[src/rtl/systolic_ctrl.sv]
// systolic_ctrl: 3x3 systolic array sequencer (stream in A/B, clear, run, stream out C).
// Define SYSTOLIC_CTRL_TIMEOUT_EN to add a RUN watchdog driving err_o.
module systolic_ctrl #(
    parameter int TIMEOUT_CYCLES = 32
) (
    input  logic         clk,
    input  logic         rst,
    input  logic         in_valid,
    output logic         in_ready,
    input  logic [7:0]   in_data,
    output logic         out_valid,
    input  logic         out_ready,
    output logic [15:0]  out_data,
    output logic         out_last,
    output logic         busy,
    output logic         err_o,
    output logic         arr_rst,
    output logic         arr_start,
    output logic [71:0]  arr_a,
    output logic [71:0]  arr_b,
    input  logic [143:0] arr_c,
    input  logic         arr_done
);
    typedef enum logic [1:0] {LOAD, CLEAR, RUN, DRAIN} state_t;
    state_t state_q, state_d;
    logic [4:0] ld_cnt_q, ld_cnt_d;
    logic [3:0] dr_cnt_q, dr_cnt_d;
    logic [7:0] op_q [18];
    logic [15:0] res_q [9];
    logic arr_rst_q, arr_start_q, out_valid_q, out_last_q, busy_q;
    logic accept, xfer, timeout, finish;

    assign in_ready  = state_q == LOAD;
    assign accept    = in_valid && in_ready;
    assign xfer      = out_valid_q && out_ready;
    assign finish    = state_q == RUN && (arr_done || timeout);
    assign out_valid = out_valid_q;
    assign out_last  = out_last_q;
    assign busy      = busy_q;
    assign arr_rst   = arr_rst_q;
    assign arr_start = arr_start_q;
    assign out_data  = res_q[dr_cnt_q];

    genvar k;
    for (k = 0; k < 9; k++) begin : g_ops
        assign arr_a[8*k +: 8] = op_q[k];
        assign arr_b[8*k +: 8] = op_q[9+k];
    end

`ifdef SYSTOLIC_CTRL_TIMEOUT_EN
    localparam int CW = $clog2(TIMEOUT_CYCLES + 1);
    localparam logic [CW-1:0] T_LAST = CW'(TIMEOUT_CYCLES - 1);
    logic [CW-1:0] run_cnt_q;
    logic err_q;
    assign timeout = state_q == RUN && !arr_done && run_cnt_q == T_LAST;
    assign err_o   = err_q;
    always_ff @(posedge clk or negedge rst) begin
        if (!rst) begin
            run_cnt_q <= '0;
            err_q     <= 1'b0;
        end else begin
            run_cnt_q <= state_q == RUN ? run_cnt_q + 1'b1 : '0;
            err_q     <= timeout ? 1'b1 : accept ? 1'b0 : err_q;
        end
    end
`else
    assign timeout = 1'b0;
    assign err_o   = 1'b0;
`endif

    always_comb begin
        state_d  = state_q;
        ld_cnt_d = ld_cnt_q;
        dr_cnt_d = dr_cnt_q;
        case (state_q)
            LOAD: if (accept) begin
                ld_cnt_d = ld_cnt_q == 5'd17 ? 5'd0 : ld_cnt_q + 5'd1;
                state_d  = ld_cnt_q == 5'd17 ? CLEAR : LOAD;
            end
            CLEAR: state_d = RUN;
            RUN:   state_d = finish ? DRAIN : RUN;
            DRAIN: if (xfer) begin
                dr_cnt_d = dr_cnt_q == 4'd8 ? 4'd0 : dr_cnt_q + 4'd1;
                state_d  = dr_cnt_q == 4'd8 ? LOAD : DRAIN;
            end
            default: state_d = LOAD;
        endcase
    end

    // Array-facing and stream flags are registered from the next state.
    always_ff @(posedge clk or negedge rst) begin
        if (!rst) begin
            state_q     <= LOAD;
            ld_cnt_q    <= '0;
            dr_cnt_q    <= '0;
            arr_rst_q   <= 1'b1;
            arr_start_q <= 1'b0;
            out_valid_q <= 1'b0;
            out_last_q  <= 1'b0;
            busy_q      <= 1'b0;
        end else begin
            state_q     <= state_d;
            ld_cnt_q    <= ld_cnt_d;
            dr_cnt_q    <= dr_cnt_d;
            arr_rst_q   <= state_d == CLEAR;
            arr_start_q <= state_d == RUN;
            out_valid_q <= state_d == DRAIN;
            out_last_q  <= state_d == DRAIN && dr_cnt_d == 4'd8;
            busy_q      <= state_d != LOAD;
        end
    end

    always_ff @(posedge clk or negedge rst) begin
        if (!rst) begin
            for (int i = 0; i < 18; i++) op_q[i] <= '0;
            for (int i = 0; i < 9; i++) res_q[i] <= '0;
        end else begin
            if (accept) op_q[ld_cnt_q] <= in_data;
            if (finish)
                for (int i = 0; i < 9; i++) res_q[i] <= arr_done ? arr_c[16*i +: 16] : 16'd0;
        end
    end
endmodule

[config.mk]
export PLATFORM = sky130hd
export DESIGN_NAME = systolic_ctrl
export DESIGN_NICKNAME = d
export VERILOG_FILES = /design/src/rtl/systolic_ctrl.sv
export SDC_FILE = /design/constraint.sdc
export NUM_CORES = 1
export LEC_CHECK = 0
export BUFFER_PORTS_ARGS = -buffer_cell sky130_fd_sc_hd__buf_2
export CORE_MARGIN = 8
export CORE_UTILIZATION = 35
export DETAILED_ROUTE_END_ITERATION = 7
export SETUP_SLACK_MARGIN = 0.02
export SLEW_MARGIN = 20
export SYNTH_ARGS = -nofsm -noshare
export SYNTH_HDL_FRONTEND = slang
export SYNTH_SLANG_ARGS = --single-unit
[constraint.sdc]
create_clock -name clk -period 2 [get_ports clk]
set_input_delay 0.2 -clock clk [delete_from_list [all_inputs] [get_ports clk]]
set_output_delay 0.2 -clock clk [all_outputs]
set_load 0.005 [all_outputs]
; Word level (Yosys, flattened, before mapping)
; Index checks and enable logic that the tools add are counted.
[totals]
register_bits = 304
input_bits = 157
output_inout_bits = 167
wordCells = 84
[classes]
add_sub_neg = 2
order_cmp = 3
n_eq_ne = 9
mux = 25
bitwise_logic = 2
reduce_logical = 8
[op_table]
columns = operator, n
row1 = 2-to-1 mux 16 bit, 11
row2 = bitwise mux 144 bit, 1
row3 = binary-select mux 16 bit (select 4 bit), 1
row4 = demux 8 bit (select 5 bit), 1
row5 = 2-to-1 mux 4 bit, 3
row6 = "== test 2 bit, second input constant", 4
row7 = "== test 4 bit, second input constant", 2
row8 = 2-to-1 mux 8 bit, 1
row9 = one-hot mux 2 bit (4 select lines), 1
row10 = ">= comparator 6 bit, second input constant", 1
row11 = "less-than comparator 6 x 1 -> 1 bit, second input constant", 1
row12 = 2-to-1 mux 2 bit, 3
row13 = NOT 5 -> 6 bit, 1
row14 = "adder 5 x 1 -> 5 bit, second input constant", 1
row15 = "== test 5 bit, second input constant", 1
row16 = ">= comparator 5 bit, second input constant", 1
row17 = logical AND 1 bit, 5
row18 = 2-to-1 mux 5 bit, 1
row19 = NOT 4 -> 5 bit, 1
row20 = "adder 4 x 1 -> 4 bit, second input constant", 1
row21 = "== test 2 x 1 -> 1 bit, second input constant", 2
row22 = zero test 2 bit, 1
row23 = 2-to-1 mux 1 bit, 2
row24 = AND reduction 2 bit, 1
row25 = nonzero test 2 bit, 1

; Depth between registers and ports, before layout
; Gate-level depths: netlist of run 1.
[logic_depth]
ltp_word = 6
mapped_depth = 9
depth_no_buf = 6

; Worst setup path before layout of run 1
; Ideal clock, no wire load.
[synth_path]
kind = reg-to-reg
start = reg dr_cnt_q[0]
end = reg out_last_q (netlist: out_last)
setup_ps = 101
arrival_ps = 2053
required_ps = 1899
slack_ps = -154
path_stages_with_launch = 9
path_buffers = 3
synth_period_minus_slack_ps = 2154
path_cell_list = dfrtp_1 > buf_2 > buf_2 > buf_2 > inv_1 > ha_1 > mux2_2 > o22a_1 > nor4_1
[synth_via]
elab_chain_cells = 6
elab_cells_between_ends = 11
cone_classes = add/sub: 1 / eq/ne: 3 / mux: 6 / reduce/logical: 1
[synth_lines]
columns = element, line
row1 = "start, declared", 27  ; logic [3:0] dr_cnt_q, dr_cnt_d;
row2 = "start signal, assigned", 104  ; dr_cnt_q <= dr_cnt_d;
row3 = adder 4 x 1 -> 4 bit / == test 4 bit (equally long branches), 83  ; dr_cnt_d = dr_cnt_q == 4'd8 ? 4'd0 : dr_cnt_q + 4'd1;
row4 = 2-to-1 mux 4 bit *, 83
row5 = 2-to-1 mux 4 bit *, 82  ; DRAIN: if (xfer) begin
row6 = 2-to-1 mux 4 bit *, 75  ; case (state_q)
row7 = named net dr_cnt_d[1], 27
row8 = == test 4 bit *, 108  ; out_last_q <= state_d == DRAIN && dr_cnt_d == 4'd8;
row9 = logical AND 1 bit *, 108
row10 = "end signal, assigned", 99  ; out_last_q <= 1'b0;
row11 = "end signal, assigned", 108
row12 = "end, declared", 30  ; logic arr_rst_q, arr_start_q, out_valid_q, out_last_q, busy_q;
; The timed path passes the listed nets; every way through them passes the cells marked *.
; A chain may end at the register's enable or synchronous reset.

; Worst setup path in the final report of run 1
[layout_path]
start = reg dr_cnt_q[0]
end = out out_data[15]
[layout_via]
elab_chain_cells = 4
[layout_lines]
columns = element, line
row1 = NOT 4 -> 5 bit (not written as such), 42  ; assign out_data = res_q[dr_cnt_q];
row2 = binary-select mux 16 bit (select 4 bit), 42
row3 = 2-to-1 mux 16 bit (not written as such) (2 in series), 42
row4 = "end, declared", 13  ; output logic [15:0] out_data,
; Every way passes these cells. The select of a mux whose other input is x is not followed.

==> impl_metrics.env, run 1 <==
export IMPL_worstMarginPinSlew_ps=643
export IMPL_clk_pin_slew_ps=50
export IMPL_worst_setup_path_type="flop to primary output"
export IMPL_dp_hpwl_mm=27.2
export IMPL_cts_sinks=304
export IMPL_post_dp_cell_area_um2=15300
export IMPL_slew_headroom_pct=57.1
export IMPL_place_congestion=0.756
export IMPL_fp_dieW_um=207
export IMPL_hold_start="out_ready"
export IMPL_fmax_mhz=413
export IMPL_r2r_cells=4
export IMPL_report_final_hold_viol_count=0
export IMPL_setup_viol=16
export IMPL_ir_drop_mv=1.04
export IMPL_ys_types=45
export IMPL_syn_inst=842
export IMPL_io_pins=324
export IMPL_drtIter0Drc=386
export IMPL_p_switching_w=0.00665
export IMPL_status="finished, violations left"
export IMPL_root_buffer="clkbuf_16"
export IMPL_port_buffer_count=322
export IMPL_die_area_um2=42700
export IMPL_cts_tree="built"
export IMPL_synth_edf_count=0
export IMPL_clockBufferDepth=3
export IMPL_dr_pass1_iters=4
export IMPL_area_growth_pct=42.7
export IMPL_grt_pass1_vias=9847
export IMPL_htree_levels=2
export IMPL_vias=9000
export IMPL_synth_fp_nets=1005
export IMPL_timing_rr_end="arr_a[69]"
export IMPL_required_ps=1800
export IMPL_nets=1519
export IMPL_r2r_slack_ps=70
export IMPL_p_sw_share_pct=29.7
export IMPL_power_density_nw_per_um2=1230
export IMPL_whs_path_depth=3
export IMPL_final_min_clock_period_ps=2420
export IMPL_p_int_w=0.0158
export IMPL_violations="setup timing"
export IMPL_drive_gt1_share_pct=57.3
export IMPL_start_kind="flop"
export IMPL_numCtsBuffers=35
export IMPL_viasPerCell=4.86
export IMPL_hold_path_class="primary input to flop"
export IMPL_drc=0
export IMPL_async_flop_share_pct=100
export IMPL_synthesis_area_um2=12700
export IMPL_grt_overflow=0
export IMPL_synth_compound_area_share_pct=2.59
export IMPL_worstSetupEndpointType="primary output"
export IMPL_core_area_um2=36300
export IMPL_synth_top_family_by_area="multiplexers"
export IMPL_start_util_pct=35.1
export IMPL_fp_dieH_um=207
export IMPL_maxCapViolCount=0
export IMPL_critPathMaxFanout=15
export IMPL_wl_per_cell_um=20.9
export IMPL_slew_viol_final=0
export IMPL_ys_flop_type="dfrtp_1"
export IMPL_cp_data_arrival_time_ps=2220
export IMPL_setup_ws_ps=-419
export IMPL_synthAdderAreaFrac_pct=0.589
export IMPL_grt_max_degree=82
export IMPL_skew_ps=17.4
export IMPL_synthXorXnorAreaFrac_pct=0.138
export IMPL_grtUsageTotal_pct=18.0
export IMPL_synth_seq_area_share_pct=59.7
export IMPL_synthSimpleGateAreaFrac_pct=3.75
export IMPL_rows=70
export IMPL_reg2reg_from="state_q[1]"
export IMPL_synth_area_per_cell_um2=15.1
export IMPL_pwr_share_comb_pct=32.2
export IMPL_hold_ws_ps=72.8
export IMPL_drt_total_wl_mm=38.7
export IMPL_p_leak_nw=9.29
export IMPL_drtAntennaViolNets=0
export IMPL_ys_seq_elements=304
export IMPL_rsz0062_at_grt="true"
export IMPL_clkLatencyLatePin_ps=530
export IMPL_period_share_pct=121
export IMPL_antenna_found_initial=5
export IMPL_grt_pass1_wl_mm=59.1
export IMPL_holdPathEnd="dr_cnt_q[3]"
export IMPL_final_area_um2=18200
export IMPL_p_clk_share_pct=29.4
export IMPL_yosys_warnings=0
export IMPL_synth_area_mux_share_pct=31.2
export IMPL_seq_power_share_pct=38.4
-- repair_timing --
item,4_1_cts,5_1_grt
gates cloned,1,0
pin swaps,0,3
hold endpoints to repair,202,0
resized for setup,17,10
hold buffers,146,0
setup buffers,1,8
setup endpoints to repair,69,25
-- stage by stage --
stage	power, W	TNS, ps	cells	utilization (%)	setup WS (ps)
finish	0.0224	-5880	1850	50.1	-419
global route	0.0236	-7840	1850	50.1	-512
CTS	0.0225	-6890	1838	49.8	-491
detailed placement	0.0152	-92.6	1631	42.1	-24.8
global placement	0.0150	0	1631	42.1	9.02
floorplan	0.0125	-488	842	-	-51.8
-- layout by cell type (no fill, tap or decap), types with 2 or more instances in the layout --
| cell | n |
|---|---|
| a21o_1 | 2 |
| a21oi_1 | 2 |
| a31oi_1 | 14 |
| a31oi_2 | 2 |
| and3_1 | 2 |
| buf_12 | 11 |
| buf_16 | 2 |
| buf_2 | 321 |
| buf_4 | 45 |
| buf_6 | 3 |
| bufinv_16 | 4 |
| clkbuf_1 | 6 |
| clkbuf_16 | 36 |
| clkbuf_8 | 6 |
| clkinv_2 | 4 |
| dfrtp_1 | 302 |
| diode_2 | 4 |
| dlygate4sd3_1 | 146 |
| ha_1 | 6 |
| inv_1 | 8 |
| mux2_1 | 4 |
| mux2_2 | 301 |
| mux2_4 | 2 |
| mux2i_1 | 15 |
| mux4_2 | 16 |
| nand2_1 | 45 |
| nand2_2 | 6 |
| nand2_4 | 3 |
| nand3b_1 | 2 |
| nand4_1 | 4 |
| nor2_1 | 6 |
| nor4b_4 | 4 |
| o21ai_0 | 3 |
| o221ai_1 | 6 |
| o221ai_2 | 10 |
| xnor2_1 | 2 |
-- flip-flops by register name, summed over array words and instances (netlist names) --
signal     flops
arr_b         72
arr_start      1
out_valid      1
ld_cnt_q       5
res_q        144
dr_cnt_q       4
arr_rst        1
out_last       1
arr_a         72
busy           1
state_q        2
-- power by group through the flow --
stage          Clock (W)  Combinational, W  Sequential (W)
3_5_place_dp           0           0.00652         0.00865
4_1_cts          0.00679           0.00713         0.00857
5_1_grt          0.00701           0.00783         0.00878
3_3_place_gp           0           0.00645         0.00859
2_1_floorplan          0           0.00422         0.00826
6_report         0.00659           0.00722         0.00859
-- cell families (layout without fill, tap and decap cells) --
logic type,count (synthesis),in the layout
compound gates,45,45
xor+xnor,2,2
fa+ha+maj,6,6
buf+inv,60,596
flops,304,304
mux,339,339
other cells,1,5
simple gates,85,85
-- metal layers --
layer | routed length [um] | track usage (%)
met2 | 18700 | 30.5
met5 | 13 | 0
met1 | 16700 | 22.9
met3 | 2560 | 4.21
met4 | 708 | 4.90
-- how the worst max path moves through the flow --
stage	start	cells past startpoint	end	slack, ps
2_1_floorplan	state_q[1]	6	arr_a[49]	-50
4_1_cts	dr_cnt_q[0]	5	out_data[15]	-490
3_3_place_gp	state_q[1]	6	arr_a[27]	9
5_1_grt	dr_cnt_q[0]	5	out_data[3]	-510
6_report	dr_cnt_q[0]	5	out_data[15]	-420
3_5_place_dp	state_q[1]	6	arr_a[28]	-20
-- final cells by class --
type                       count  area [um^2]
fill                        3157        18100
sequential                   304         7610
multi-input combinational    478         5030
timing repair buffer         529         3730
clock buffer                  48         1010
tap                          468          586
clock inverter                11          176
inverter                       8         30.0
antenna                        4         10.0
-- worst max-delay path, stage by stage (launching register included) --
cell      delay, ps
dfrtp_4         480
buf_12          170
mux4_2          580
o221ai_2        240
nand2_1          80
buf_2           130
-- Yosys cell counts (6+ instances only) --
master	number	area share, %
o221ai_1	16	1.1
buf_2	13	0.51
ha_1	6	0.59
dfrtp_1	303	60
inv_1	8	0.24
nor2_1	6	0.18
mux2_1	6	0.53
mux2_2	301	27
mux2i_1	16	1.3
a31oi_1	16	0.79
nand2_2	7	0.34
nand2_1	47	1.4
clkbuf_1	34	1.0
mux4_2	16	2.8
Note: power is estimated with default switching activity, not from simulation.
==> inputs of run 2 (changes only) <==
Settings changed: SETUP_SLACK_MARGIN 0.02 to default.
==> run 2 against run 1 <==
Compared with the run above: the run still ends with setup timing left; cell count unchanged; first-iteration DRC count grew 9.1%; via count grew 0.31%; clock skew grew 1.3 ps; global-route usage stayed put; critical endpoint is now out_data[3]; highest routed layer unchanged.
==> impl_metrics.env, run 2 (synthesis gave the netlist of run 1 again) <==
export IMPL_status="finished, violations left"
export IMPL_violations="setup timing"
export IMPL_core_area_um2=36300
export IMPL_numCtsBuffers=35
export IMPL_root_buffer="clkbuf_16"
export IMPL_grt_pass1_vias=9847
export IMPL_die_area_um2=42700
export IMPL_power_density_nw_per_um2=1230
export IMPL_fp_dieW_um=207
export IMPL_grt_max_degree=82
export IMPL_worstMarginPinSlew_ps=650
export IMPL_grtUsageTotal_pct=18.0
export IMPL_slew_viol_final=0
export IMPL_io_pins=324
export IMPL_maxCapViolCount=0
export IMPL_hold_path_class="primary input to flop"
export IMPL_fp_dieH_um=207
export IMPL_setup_viol=16
export IMPL_htree_levels=2
export IMPL_path_buf_inv=2
export IMPL_start_kind="flop"
export IMPL_largest_reg_flops=144
export IMPL_viasPerCell=4.88
export IMPL_mostFrequentLayoutCell="buf_2"
export IMPL_path_delay_family="multiplexers"
export IMPL_rows=70
export IMPL_cts_sinks=304
export IMPL_place_congestion=0.756
export IMPL_fin_cells=1850
export IMPL_clockBufferDepth=3
export IMPL_vias=9028
export IMPL_skew_ps=18.7
export IMPL_clkLatencyLatePin_ps=530
export IMPL_p_total_w=0.0224
export IMPL_port_buffer_count=322
export IMPL_rsz0062_at_grt="true"
export IMPL_fmax_mhz=416
export IMPL_report_final_hold_viol_count=0
export IMPL_final_min_clock_period_ps=2410
export IMPL_post_dp_cell_area_um2=15300
export IMPL_area_growth_pct=42.6
export IMPL_final_area_um2=18200
export IMPL_p_leak_nw=9.25
export IMPL_drive_gt1_share_pct=57.3
export IMPL_nets=1519
export IMPL_place_inst=1631
export IMPL_worstSetupEndpointType="primary output"
export IMPL_setup_ws_ps=-406
export IMPL_dp_hpwl_mm=27.2
export IMPL_cp_slowest_stage_delay_ps=550
export IMPL_ir_drop_mv=1.04
export IMPL_start_util_pct=35.1
export IMPL_antenna_found_initial=5
export IMPL_top_register="res_q"
export IMPL_grt_overflow=0
export IMPL_drt_total_wl_mm=38.7
export IMPL_period_share_pct=120
export IMPL_cp_data_arrival_time_ps=2210
export IMPL_required_ps=1800
export IMPL_drc=0
export IMPL_slew_headroom_pct=56.7
export IMPL_grt_pass1_wl_mm=59.1
export IMPL_critPathMaxFanout=13
export IMPL_dr_pass1_iters=4
export IMPL_wl_per_cell_um=20.9
export IMPL_clk_pin_slew_ps=50
export IMPL_drtIter0Drc=421
export IMPL_setup_tns_ps=-5860
export IMPL_drtAntennaViolNets=0
export IMPL_crit_slowest_cell="mux4_2"
export IMPL_cts_tree="built"
export IMPL_worst_setup_path_type="flop to primary output"
export IMPL_worstPathCellList="buf_16 > mux4_2 > o221ai_2 > nand2_1 > buf_2"
export IMPL_most_common_layout_cells="buf_2, dfrtp_1, mux2_2"
[run 2: report_power, final]
part           internal [W]  total [W]  switching (W)  leakage [nW]
logic               0.00402    0.00722        0.00320          4.69
registers           0.00769    0.00860       0.000904          3.97
clock network       0.00404    0.00659        0.00254         0.584
[run 2: through the flow]
| stage | worst slack, ps | hold WS [ps] | util (%) |
|---|---|---|---|
| 6_report | -406 | 71.9 | 50.1 |
| 5_1_grt | -512 | 104 | 50.1 |
| 4_1_cts | -491 | 33.8 | 49.8 |
| 3_5_place_dp | -24.8 | 218 | 42.1 |
| 3_3_place_gp | 9.02 | 217 | 42.1 |
| 2_1_floorplan | -51.8 | -95.6 | - |
[run 2: layer usage]
| layer | GRT usage [%] | vias up | share of wire, % |
|---|---|---|---|
| li1 | - | 4092 | - |
| met1 | 22.9 | 4599 | 43 |
| met2 | 30.5 | 285 | 48 |
| met3 | 4.21 | 50 | 6.8 |
| met4 | 4.90 | 2 | 1.8 |
| met5 | 0 | - | 0.034 |
[run 2: worst register-to-register path, stage by stage, from the launching register on]
cell	delay [ps]
dfrtp_1	380
buf_4	180
nor3b_4	230
nand2_2	120
or4_4	440
buf_6	170
mux2_2	270
[run 2: worst paths after layout]
kind                       slack, ps     endpoint  cells past startpoint        start
setup / recovery                -410  out_data[3]                      5  dr_cnt_q[0]
hold / removal                    70  dr_cnt_q[3]                      3    out_ready
setup reg to reg                  70    arr_a[28]                      6   state_q[1]
hold reg to reg                  490    arr_b[47]                      1    arr_b[47]
max in group asynchronous       1070      arr_rst                      3          rst
min in group asynchronous        240    arr_b[47]                      2          rst
[run 2: what timing repair did]
| action | in CTS | in global routing |
|---|---|---|
| endpoints found under the hold margin | 202 | 0 |
| setup buffers | 1 | 8 |
| pin swaps | 0 | 2 |
| gates cloned | 1 | 0 |
| gates resized for setup | 16 | 8 |
| endpoints found under the setup margin | 56 | 25 |
| hold buffers | 146 | 0 |
[run 2: area by class of cell]
class | instances | area, um^2
Inverter | 8 | 30.0
Clock buffer | 48 | 1010
Tap cell | 468 | 586
Sequential cell | 304 | 7610
Antenna cell | 4 | 10.0
Fill cell | 3163 | 18100
Multi-Input combinational cell | 478 | 5010
Timing Repair Buffer | 529 | 3730
Clock inverter | 11 | 176
